`config.mk`:
```
export PLATFORM = sky130hd
export DESIGN_NAME = bcd_down_counter
export DESIGN_NICKNAME = d
export VERILOG_FILES = /design/src/rtl/bcd_down_counter_pkg.sv /design/src/rtl/bcd_down_counter_digit_dec.sv /design/src/rtl/bcd_down_counter.sv
export SDC_FILE = /design/constraint.sdc
export NUM_CORES = 1
export LEC_CHECK = 0
export BUFFER_PORTS_ARGS = -buffer_cell sky130_fd_sc_hd__buf_4
export CORE_AREA = 2 2 39 41
export CTS_CLUSTER_DIAMETER = 120
export DETAILED_ROUTE_END_ITERATION = 12
export DIE_AREA = 0 0 41 43
export GPL_TIMING_DRIVEN = 1
export PLACE_DENSITY = 0.73
export SLEW_MARGIN = 25
export SYNTH_ARGS = -nofsm -noshare
export SYNTH_HDL_FRONTEND = slang
export SYNTH_SLANG_ARGS = --single-unit
```
`constraint.sdc`:
```
create_clock -name clk -period 3.9 [get_ports clk]
set_input_delay 0.78 -clock clk [delete_from_list [all_inputs] [get_ports clk]]
set_output_delay 0.78 -clock clk [all_outputs]
set_load 0.05 [all_outputs]
```
`src/rtl/bcd_down_counter_pkg.sv`:
```
// Shared constants, FSM state type and BCD digit clamp helper for the
// BCD down-counter.
package bcd_down_counter_pkg;

    localparam int         BCD_W   = 4;
    localparam logic [3:0] BCD_MAX = 4'd9;

    typedef enum logic {
        ST_IDLE = 1'b0,
        ST_RUN  = 1'b1
    } state_e;

    // Digits 10..15 are not valid BCD; saturate them to 9.
    function automatic logic [3:0] bcd_clamp(input logic [3:0] d);
        logic [3:0] r;
        if (d > BCD_MAX) begin
            r = BCD_MAX;
        end else begin
            r = d;
        end
        return r;
    endfunction

endpackage

```
`src/rtl/bcd_down_counter_digit_dec.sv`:
```
// Single BCD digit decrementer. The digit wraps 0 -> 9 and raises a borrow
// for the next digit.
module bcd_digit_dec
    import bcd_down_counter_pkg::*;
(
    input  logic [3:0] d,
    input  logic       bin,
    output logic [3:0] q,
    output logic       bout
);

    // Decrement the digit when a borrow comes in from the lower digit.
    always_comb begin
        q    = d;
        bout = 1'b0;
        if (bin) begin
            if (d == 4'd0) begin
                q    = BCD_MAX;
                bout = 1'b1;
            end else begin
                q    = d - 4'd1;
                bout = 1'b0;
            end
        end else begin
            q    = d;
            bout = 1'b0;
        end
    end

endmodule

```
`src/rtl/bcd_down_counter.sv`:
```
// Multi-digit BCD down-counter with a one-cycle borrow pulse at terminal count.
// Optional macro BCD_DOWN_COUNTER_AUTO_RELOAD_EN turns it into a mod-(N+1) reloading counter.
module bcd_down_counter
    import bcd_down_counter_pkg::*;
#(
    parameter int DIGITS = 2
) (
    input  logic                    clk,
    input  logic                    rst,
    input  logic                    load,
    input  logic [4*DIGITS-1:0]     load_val,
    input  logic                    en,
    output logic [4*DIGITS-1:0]     cnt,
    output logic                    bout,
    output logic                    zero,
    output logic                    busy
);

    localparam int CW = BCD_W * DIGITS;

    state_e          state_q, state_d;
    logic [CW-1:0]   cnt_q, cnt_d;
    logic            bout_q, bout_d;
    logic [CW-1:0]   clamp_s;
    logic [CW-1:0]   dec_s;
    logic [DIGITS:0] borrow_s;
    logic            wrap_s;
`ifdef BCD_DOWN_COUNTER_AUTO_RELOAD_EN
    logic [CW-1:0]   reload_q, reload_d;
`endif

    assign borrow_s[0] = 1'b1;

    genvar g;
    generate
        for (g = 0; g < DIGITS; g++) begin : g_dig
            bcd_digit_dec u_dig (
                .d    (cnt_q[g*BCD_W +: BCD_W]),
                .bin  (borrow_s[g]),
                .q    (dec_s[g*BCD_W +: BCD_W]),
                .bout (borrow_s[g+1])
            );
        end
    endgenerate

    // A borrow out of the top digit means the count is already zero.
    assign wrap_s = borrow_s[DIGITS];

    // Saturate every load digit to a legal BCD value.
    always_comb begin
        clamp_s = {CW{1'b0}};
        for (int i = 0; i < DIGITS; i++) begin
            clamp_s[i*BCD_W +: BCD_W] = bcd_clamp(load_val[i*BCD_W +: BCD_W]);
        end
    end

    // Next-state selection: load beats enable; enable only counts in RUN.
    always_comb begin
        state_d = state_q;
        cnt_d   = cnt_q;
        bout_d  = 1'b0;
`ifdef BCD_DOWN_COUNTER_AUTO_RELOAD_EN
        reload_d = reload_q;
`endif
        if (load) begin
            cnt_d   = clamp_s;
            bout_d  = 1'b0;
`ifdef BCD_DOWN_COUNTER_AUTO_RELOAD_EN
            reload_d = clamp_s;
`endif
            if (clamp_s != {CW{1'b0}}) begin
                state_d = ST_RUN;
            end else begin
                state_d = ST_IDLE;
            end
        end else if ((state_q == ST_RUN) && en) begin
            if (wrap_s) begin
`ifdef BCD_DOWN_COUNTER_AUTO_RELOAD_EN
                cnt_d   = reload_q;
                state_d = ST_RUN;
`else
                cnt_d   = cnt_q;
                state_d = ST_IDLE;
`endif
            end else begin
                cnt_d = dec_s;
                if (dec_s == {CW{1'b0}}) begin
                    bout_d = 1'b1;
`ifdef BCD_DOWN_COUNTER_AUTO_RELOAD_EN
                    state_d = ST_RUN;
`else
                    state_d = ST_IDLE;
`endif
                end else begin
                    bout_d  = 1'b0;
                    state_d = ST_RUN;
                end
            end
        end else begin
            cnt_d   = cnt_q;
            bout_d  = 1'b0;
            state_d = state_q;
        end
    end

    // State, count and borrow registers with synchronous reset.
    always_ff @(posedge clk) begin
        if (rst) begin
            state_q <= ST_IDLE;
            cnt_q   <= {CW{1'b0}};
            bout_q  <= 1'b0;
`ifdef BCD_DOWN_COUNTER_AUTO_RELOAD_EN
            reload_q <= {CW{1'b0}};
`endif
        end else begin
            state_q <= state_d;
            cnt_q   <= cnt_d;
            bout_q  <= bout_d;
`ifdef BCD_DOWN_COUNTER_AUTO_RELOAD_EN
            reload_q <= reload_d;
`endif
        end
    end

    assign cnt  = cnt_q;
    assign bout = bout_q;
    assign busy = (state_q == ST_RUN);
    assign zero = (cnt_q == {CW{1'b0}});

endmodule

```
# Yosys cells after proc, flatten, opt, wreduce, memory -nomap -nowiden
# Cells that the tools add are included.
[word_totals]
ff_bits = 10
input_bits = 12
out_inout_bits = 11
word_cells = 35
[classes]
add_sub_neg = 2
order_cmp = 2
eq_ne = 1
n_mux = 17
n_bitwise = 1
n_reduce_logical = 9
[op_table]
columns = ["cell", "count"]
rows = [
  ["8-bit 2-to-1 mux", 3],
  ["4-bit 2-to-1 mux", 5],
  ["8-bit zero test", 2],
  ["1-bit 2-to-1 mux", 9],
  ["4-bit greater-than comparator, second input constant", 2],
  ["4-bit zero test", 2],
  ["8-bit nonzero test", 1],
  ["4-bit by 1-bit subtractor with 4-bit output, second input constant", 2],
  ["4-bit OR reduction", 1],
  ["2-bit != test, second input constant", 1],
  ["2-bit AND reduction", 1],
  ["2-bit nonzero test", 1],
  ["1-bit logical AND", 1],
  ["1-bit NOT", 1],
]

# Logic depth before layout (Yosys ltp)
[logic_depth]
depth_word = 8
depth_mapped = 5
depth_no_buf = 4

# By module
# A second synthesis with hierarchy kept.
[hier_totals]
cells_unflattened = 79
hier_area_um2 = 699.4
[modules_own_cells]
columns = ["module", "n_inst", "cells_per_inst", "area_each_um2", "seq_area_each_um2"]
rows = [
  ["bcd_down_counter", 1, 57, 541.8, 200.2],
  ["bcd_digit_dec", 2, 11, 78.8, 0.0],
]

# Worst setup path after synthesis
# Ideal clock, no wire load.
[synth_timing]
path_kind = "register to output"
from = "register cnt_q[3] (netlist: cnt[3])"
to = "output port zero"
t_arrival_ns = 1.922
required_time_ns = 3.120
setup_slack_ns = 1.198
path_stages_with_launch = 4
path_buffers = 0
cell_sequence = "dfxtp_1 -> nor4_1 -> and3b_2 -> nor2b_1"
[synth_between]
elab_chain_cells = 1
[synth_rtl]
columns = ["item", "line_no", "source"]
rows = [
  ["start: declaration", "bcd_down_counter.sv:22", "logic [CW-1:0] cnt_q, cnt_d;"],
  ["start signal: assignment", "bcd_down_counter.sv:110", "cnt_q <= {CW{1'b0}};"],
  ["start signal: assignment", "bcd_down_counter.sv:117", "cnt_q <= cnt_d;"],
  ["8-bit zero test", "bcd_down_counter.sv:128", "assign zero = (cnt_q == {CW{1'b0}});"],
  ["end: declaration", "bcd_down_counter.sv:15", "output logic zero,"],
]
# Every way passes these cells.

# Worst setup path in the final report
[layout_timing]
from = "register cnt_q[2] (netlist: cnt[2])"
to = "output port zero"
# The elaborated chain is that of the path after synthesis.

==> results.toml <==
[outcome]
outcome = "finished, final reports clean"

[clock_tree]
cts_tree = "built"
cts_made_buffers = 3
cts_sinks = 10
clockBufferDepth = 2
hold_buffers = 0
ctsResizeCount = 0
cts_root_buf = "clkbuf_4"
clk_latency_ps = 270
post_cts_buffers = 0
clkSlewWorstSetupHoldPaths_ps = 60
htree_levels = 1

[timing]
fin_skew_ps = 2.77
relSlewSlack_pct = 64.9
tightest_slew_ps = 513
fin_crit_sh_pct = 65.4
fin_crit_ps = 2550
final-max-slew-violation-count = 0
rsz0062_at_grt = "no"
report.final.hold_viol_count = 0
finalSetupViolCount = 0
setup_slack_ps = 1350
fmax_mhz = 392
fin_setup_tns_ps = 0

[synth]
yosysMostFrequentCell = "dfxtp_1"
yosys-top-cells-area = "dfxtp_1 (35%), a211oi_1 (5.2%), nand4bb_4 (4.8%)"
yosys-top-cells-count = "dfxtp_1 (10), nand2_1 (7)"
yosysSeqAreaShare_pct = 34.6
synth_area_um2 = 579
synthCells = 69
synth-edff-count = 0
synth_ff_type = "dfxtp_1"
async_reset_ff_share_pct = 0
synth_seq_cells = 10
synth_warnings = 0
synth_nets = 81
avgSynthCellArea_um2 = 8.40
synth_top_area_cell = "dfxtp_1"
synth_top_area_share_pct = 34.6
netlist-cell-type-count = 29

[critical_path]
start_kind = "register"
cp_top_family = "simple AND/OR/NAND/NOR gates"
worstPathCellList = "nor4_1 -> and3b_2 -> nor2b_1 -> buf_4"
critPathKind = "register to output port"
required_ps = 3120
cpPeakStageDelay_ps = 490
critPathArrivalTime_ps = 1770
cp-end-kind = "output port"
crit_buf_inv = 1
cp_slowest_cell = "nor4_1"
worst-path-max-fanout = 7

[job]
maxCapViolCount = 0

[die]
die_y_um = 43
die_x_um = 41
core_area_mm2 = 0.00138
ioPinCount = 23
num_rows = 14
start_util_pct = 41.9
dieArea_mm2 = 0.00176

[grt]
grtUsageMet2_pct = 30.3
grt_overflow = 0
grt_pass1_wl_um = 2320
antenna_found_initial = 0
grt_use_met1_pct = 24.7
grt_max_degree = 14
busiest_layer = "met2"
track_usage_pct = 19.8
grt_pass1_vias = 561
use_met3_pct = 3.14

[place]
placed_cell_area_um2 = 757
portBuffers = 22
preCtsSetupSlack_ps = 1710
gp_congestion = 0.792
hpwl_um = 1130

[routing]
wl_per_cell_um = 13.8
first_pass_iters = 5
routed_wl_um = 1490
antenna_left = 0
drt_iter0_markers = 4
viasPerCell = 5.91
drc = 0
num_vias = 638

[layout]
fillers = 143
nets = 106
synthToLayoutAreaGrowth_pct = 34.6
diodes = 0
drive_above_1_share_pct = 33.7
finalInstanceArea_um2 = 779

[worst_hold_path]
min_path_type = "register to register"

[power_and_ir_drop]
p_leak_uw = 0.000343
ir_drop_mv = 0.173
power_density_mw_per_mm2 = 350
==> routing by layer <==
layer | routed length [um] | vias up
met2 | 714 | 46
met5 | 0 | -
met1 | 579 | 278
li1 | - | 305
met4 | 58 | 0
met3 | 141 | 9
==> path summary, 6_finish.rpt <==
kind	startpoint	to	slack, ps	cells past startpoint
setup / recovery	cnt[2]$_SDFFE_PP0P_	zero	1350	4
hold / removal	cnt[0]$_SDFFE_PP0P_	bout$_SDFF_PP0_	560	1
setup reg to reg	cnt[1]$_SDFFE_PP0P_	cnt[4]$_SDFFE_PP0P_	2330	4
hold reg to reg	cnt[0]$_SDFFE_PP0P_	bout$_SDFF_PP0_	560	1
==> per-stage QoR <==
stage | hold WS, ps | util (%) | total power (uW) | std cells
3_3_place_gp | 527 | 54.7 | 200 | 105
2_1_floorplan | 762 | - | 172 | 69
4_1_cts | 565 | 56.3 | 273 | 108
3_5_place_dp | 567 | 54.7 | 202 | 105
5_1_grt | 591 | 56.3 | 285 | 108
6_report | 562 | 56.3 | 273 | 108
==> cells in the final DEF (no fill, tap or decap), types with 2 or more instances in the layout <==
master,Yosys,layout
a21oi_1,3,3
buf_4,0,22
nor4_1,4,4
a311oi_1,2,2
o21ai_0,4,4
a211oi_1,4,4
o21ai_1,3,3
nor2_1,4,4
mux2i_1,2,2
nor2b_1,3,3
inv_1,4,4
clkbuf_4,0,3
o21a_1,2,2
nand2_1,7,7
dfxtp_1,10,10
==> logic make-up (layout without fill, tap and decap cells) <==
family	count (synthesis)	count (layout)	synth area share (%)
xor+xnor	1	1	1.51
compound gates	21	21	24.0
flops	10	10	34.6
simple gates	29	29	32.6
buf+inv	6	29	3.89
mux	2	2	3.46
==> worst reg2reg max path, delay by kind of cell (launching register included) <==
kind             cells  cell delay [ps]
AO/OA/AOI/OAI        2              440
AND/OR/NAND/NOR      2              690
flip-flops           1              350
==> state kept, by name (all words and copies together) (netlist names) <==
| signal | count |
|---|---|
| bout | 1 |
| cnt | 8 |
| busy | 1 |
==> power breakdown <==
group | leakage, uW | switching (uW) | internal [uW]
combinational | 0.000247 | 50.6 | 32.6
clock | 0.0000138 | 36.6 | 35.8
sequential | 0.0000825 | 8.79 | 108
==> layout make-up <==
| type | count | area [um2] | share of cell area [%] |
|---|---|---|---|
| multi-input cells | 53 | 357 | 45.7 |
| clock buffers | 3 | 22.5 | 2.89 |
| inverters | 4 | 15.0 | 1.93 |
| flip-flops and latches | 10 | 200 | 25.7 |
| repair buffers | 22 | 165 | 21.2 |
| well taps | 16 | 20.0 | 2.57 |
No activity file was read; power rests on OpenSTA's default activity.
